===== src/rtl/nrzi_dec.sv =====
// NRZI line decoder with bit de-stuffing and LSB-first byte assembly.
// Latency: dout/dout_valid and stuff_err appear one cycle after the deciding sample.
// Backpressure: none; one sample is accepted every cycle din_valid is high.
module nrzi_dec #(
    parameter int   STUFF_LEN  = 6,
    parameter logic IDLE_LEVEL = 1'b1
) (
    input  logic       clk,
    input  logic       rst,
    input  logic       din_valid,
    input  logic       din,
    input  logic       align,
    output logic [7:0] dout,
    output logic       dout_valid,
    output logic       stuff_err
);

    localparam int            CW       = $clog2(STUFF_LEN + 1);
    localparam logic [CW-1:0] ONES_MAX = CW'(STUFF_LEN);

    typedef enum logic {
        S_DATA,
        S_STUFF
    } state_t;

    state_t        state, state_nx;
    logic          prev_level, prev_level_nx;
    logic [CW-1:0] ones_cnt, ones_cnt_nx;
    logic [2:0]    bit_cnt, bit_cnt_nx;
    logic [7:0]    shift, shift_nx;
    logic [7:0]    dout_nx;
    logic          dout_valid_nx;
    logic          stuff_err_nx;

    logic          dec_bit;
    logic [2:0]    base_bit;
    logic [CW-1:0] base_ones;
    logic [CW-1:0] ones_inc;
    logic          in_stuff;

    // align restarts the byte, so a sample arriving with it sees fresh counters
    assign dec_bit   = (din == prev_level);
    assign base_bit  = align ? 3'd0 : bit_cnt;
    assign base_ones = align ? '0 : ones_cnt;
    assign ones_inc  = base_ones + 1'b1;
    assign in_stuff  = (state == S_STUFF) && !align;

    always_comb begin
        state_nx      = state;
        prev_level_nx = prev_level;
        ones_cnt_nx   = base_ones;
        bit_cnt_nx    = base_bit;
        shift_nx      = shift;
        dout_nx       = dout;
        dout_valid_nx = 1'b0;
        stuff_err_nx  = 1'b0;

        if (align) begin
            state_nx = S_DATA;
        end

        if (din_valid) begin
            prev_level_nx = din;
            if (in_stuff) begin
                // stuffed position: the bit itself is dropped, a 1 here is a violation
                state_nx    = S_DATA;
                ones_cnt_nx = '0;
                if (dec_bit) begin
                    stuff_err_nx = 1'b1;
                    bit_cnt_nx   = 3'd0;
                end
            end else begin
                shift_nx   = {dec_bit, shift[7:1]};
                bit_cnt_nx = base_bit + 3'd1;
                if (dec_bit) begin
                    ones_cnt_nx = ones_inc;
                    if (ones_inc == ONES_MAX) begin
                        state_nx = S_STUFF;
                    end
                end else begin
                    ones_cnt_nx = '0;
                end
                if (base_bit == 3'd7) begin
                    dout_nx       = {dec_bit, shift[7:1]};
                    dout_valid_nx = 1'b1;
                end
            end
        end
    end

    always_ff @(posedge clk) begin
        if (rst) begin
            state      <= S_DATA;
            prev_level <= IDLE_LEVEL;
            ones_cnt   <= '0;
            bit_cnt    <= 3'd0;
            shift      <= 8'h00;
            dout       <= 8'h00;
            dout_valid <= 1'b0;
            stuff_err  <= 1'b0;
        end else begin
            state      <= state_nx;
            prev_level <= prev_level_nx;
            ones_cnt   <= ones_cnt_nx;
            bit_cnt    <= bit_cnt_nx;
            shift      <= shift_nx;
            dout       <= dout_nx;
            dout_valid <= dout_valid_nx;
            stuff_err  <= stuff_err_nx;
        end
    end

endmodule


===== config.mk =====
export PLATFORM = sky130hd
export DESIGN_NAME = nrzi_dec
export DESIGN_NICKNAME = d
export VERILOG_FILES = /design/src/rtl/nrzi_dec.sv
export SDC_FILE = /design/constraint.sdc
export NUM_CORES = 1
export LEC_CHECK = 0
export CORE_MARGIN = 5
export CORE_UTILIZATION = 64
export CTS_BUF_LIST = sky130_fd_sc_hd__clkbuf_4
export DETAILED_ROUTE_END_ITERATION = 7
export DONT_BUFFER_PORTS = 1
export PLACE_DENSITY = 0.92
export RECOVER_POWER = 100
export SLEW_MARGIN = 20
export SYNTH_ARGS = -nofsm -noshare
export SYNTH_HDL_FRONTEND = slang
export SYNTH_SLANG_ARGS = --single-unit
export TNS_END_PERCENT = 30

===== constraint.sdc =====
create_clock -name clk -period 1.6 [get_ports clk]
set_input_delay 0.16 -clock clk [delete_from_list [all_inputs] [get_ports clk]]
set_output_delay 0.16 -clock clk [all_outputs]
set_load 0.03 [all_outputs]

==> results.json <==
{
  "hpwl_mm": 1.43,
  "synth_compound_area_frac": 0.124,
  "ff2ff_path_depth": 6,
  "cts_htree_levels": 1,
  "synth_cell_types": 27,
  "io_pins": 15,
  "status": "complete, but fails checks",
  "yosysWarningCount": 0,
  "wl_met2_mm": 1.00,
  "r2r-end": "dout[7]",
  "synth-simple-area-share": 0.250,
  "async_flop_share": 0,
  "clk_pin_slew_ps": 130,
  "fp.dieW_um": 50.9,
  "antenna_found_initial": 0,
  "ff2ff_setup_slack_ps": 130,
  "ant_nets": 0,
  "rr_startpoint": "bit_cnt[0]",
  "hold_start": "din_valid",
  "leakagePower_nw": 0.411,
  "layout_commonest_cell": "dfxtp_1",
  "met1_length_um": 823,
  "io_buffers": 0,
  "critPathCaptureType": "flop",
  "synth-edff-count": 0,
  "failed_checks": "DRC",
  "fp.dieH_um": 50.9,
  "grt_start_max_net_pins": 26,
  "synth_flop_cell": "dfxtp_1",
  "synth-seq-cells": 25,
  "min_to": "stuff_err",
  "crit_arrival_ps": 1660,
  "max_slew_margin": 0.393,
  "rows": 14,
  "numCtsBuffers": 3,
  "post-route-util": 0.708,
  "vias_per_cell": 6.06,
  "place_ws_ps": 190,
  "area_delta_synth_final_pct": 1.99,
  "dr.pass1.iters": 6,
  "diodes": 0,
  "place_inst": 124,
  "synth_xor_xnor_area_share": 0.0164,
  "first_iter_violations": 15,
  "clock_skew_ps": 1.76,
  "finalHoldViolCount": 0,
  "grt_first_pass_wirelength_mm": 3.34,
  "nets": 125,
  "ir_drop_v": 0.000563,
  "yosysSeqAreaShare": 0.468,
  "gp_congestion": 0.741,
  "cts_sinks": 25,
  "vias": 794,
  "fp.coreArea_um2": 1540,
  "synth_area_per_cell_um2": 9.30,
  "hp-class": "in -> reg",
  "powerDensity_nw_per_um2": 900,
  "whs_ps": 6.32,
  "grt_use_total": 0.168,
  "muxShareOfSynthArea": 0.0292,
  "clock.fmax_ghz": 0.679,
  "gr-total-overflow": 0,
  "setup_viol": 0,
  "top_layer": "met4",
  "synth_nets": 124,
  "synthCells": 115,
  "critPathKind": "reg -> reg",
  "wl_per_cell_um": 15.3,
  "cp-start-kind": "flop",
  "max-cap-violations": 0,
  "slew_viol_final": 0,
  "cts-root-buf": "clkbuf_4",
  "clock_path_buffers": 2,
  "wirelength_mm": 2.00,
  "worstPathMaxFanout": 9,
  "tightest_slew_ps": 908,
  "synth_top_family_by_area": "simple AND/OR/NAND/NOR gates",
  "synthAdderAreaFrac": 0.0468,
  "nFillCells": 103,
  "fin_crit_ps": 1470,
  "dieArea_um2": 2590,
  "grt_pass1_vias": 737,
  "route.detailed.drc": 2,
  "mostFrequentLayoutCells": "25 x dfxtp_1, 21 x nand2_1, 13 x a21oi_1",
  "hold_depth": 2,
  "tritoncts": "done",
  "start_util": 0.694,
  "syn_area_um2": 1070,
  "wl_met3_um": 141,
  "finalNonFillerCells": 131,
  "final.setup.tns_ps": 0,
  "drive_gt1_frac": 0.122,
  "layout_setup_ws_ps": 127,
  "rsz0062_at_grt": "false",
  "post-route-period-util": 0.921,
  "clk_latency_ps": 310,
  "worstPathRequired_ps": 1790
}
synth_stat cells, types with 2 or more instances:
cell type / number / share of area
nor2_1: 7 / 0.025
ha_1: 4 / 0.047
mux2i_1: 2 / 0.019
clkbuf_1: 4 / 0.014
dfxtp_1: 25 / 0.47
nand3_2: 4 / 0.037
xnor2_1: 2 / 0.016
and2b_1: 4 / 0.028
buf_6: 2 / 0.021
nand2b_1: 4 / 0.023
nand3_1: 6 / 0.028
nand2_1: 21 / 0.074
a21oi_1: 12 / 0.056
a22oi_1: 2 / 0.014
a21oi_2: 3 / 0.025
inv_1: 2 / 0.0070
where the power goes:
part | internal (W) | switching [W] | total, W
combinational | 0.0000272 | 0.0000374 | 0.0000646
sequential | 0.000632 | 0.00000531 | 0.000637
clock | 0.0000955 | 0.000184 | 0.000279
total | 0.000755 | 0.000227 | 0.000981
layer usage:
metal  GRT usage  vias up
met1       0.192      375
met4      0.0894        0
met5           0        -
li1            -      382
met2       0.289       33
met3      0.0378        4
registers in the layout (all words and copies together), names as in the netlist:
name	count
dout_valid	1
prev_level	1
bit_cnt	3
ones_cnt	3
shift	7
dout	8
stuff_err	1
state	1
how the worst max path moves through the flow:
stage               endpoint  slack (ps)       start  cells after the start
floorplan            dout[7]         140  bit_cnt[0]                      7
global placement     dout[7]         260  bit_cnt[0]                      6
detailed placement   dout[7]         190  bit_cnt[0]                      6
CTS                  dout[7]         120  bit_cnt[0]                      6
global route         dout[7]          70  bit_cnt[0]                      6
finish               dout[7]         130  bit_cnt[0]                      6
logic make-up after synthesis:
logic type | after synthesis
AOI/OAI and AO/OA | 21
xor gates and xnor gates | 2
adders and majority gates | 4
buffers and inverters | 10
DFF | 25
muxes | 3
and+or+nand+nor | 50
layout make-up:
cell class                      count  area [um2]  share of cell area
Clock buffer                        3        22.5              0.0206
Tap cell                           16        20.0              0.0183
Timing Repair Buffer                4        37.5              0.0344
Clock inverter                      1        7.51             0.00688
Inverter                            2        7.51             0.00688
Multi-Input combinational cell     80         495               0.454
Sequential cell                    25         500               0.459
per-stage QoR:
step                      area, um2  total power [W]
after floorplan                1070         0.000710
after global placement         1030         0.000696
after detailed placement       1030         0.000699
after CTS                      1090         0.000989
after global routing           1090          0.00102
final                          1090         0.000981
critical path, stage by stage, from the launching register on:
cell and delay, ps:
dfxtp_1 320, and2b_1 170, ha_1 200, ha_1 200, nand3_2 180, mux2i_1 220
nor2_1 50
timing repair:
| action | in CTS | in global routing |
|---|---|---|
| setup endpoints to repair | 0 | 0 |
| gates resized for setup | 0 | 0 |
| hold endpoints to repair | 25 | 0 |
| setup buffers | 0 | 0 |
| hold buffers | 3 | 0 |
Power figures use the tool's default switching activity.
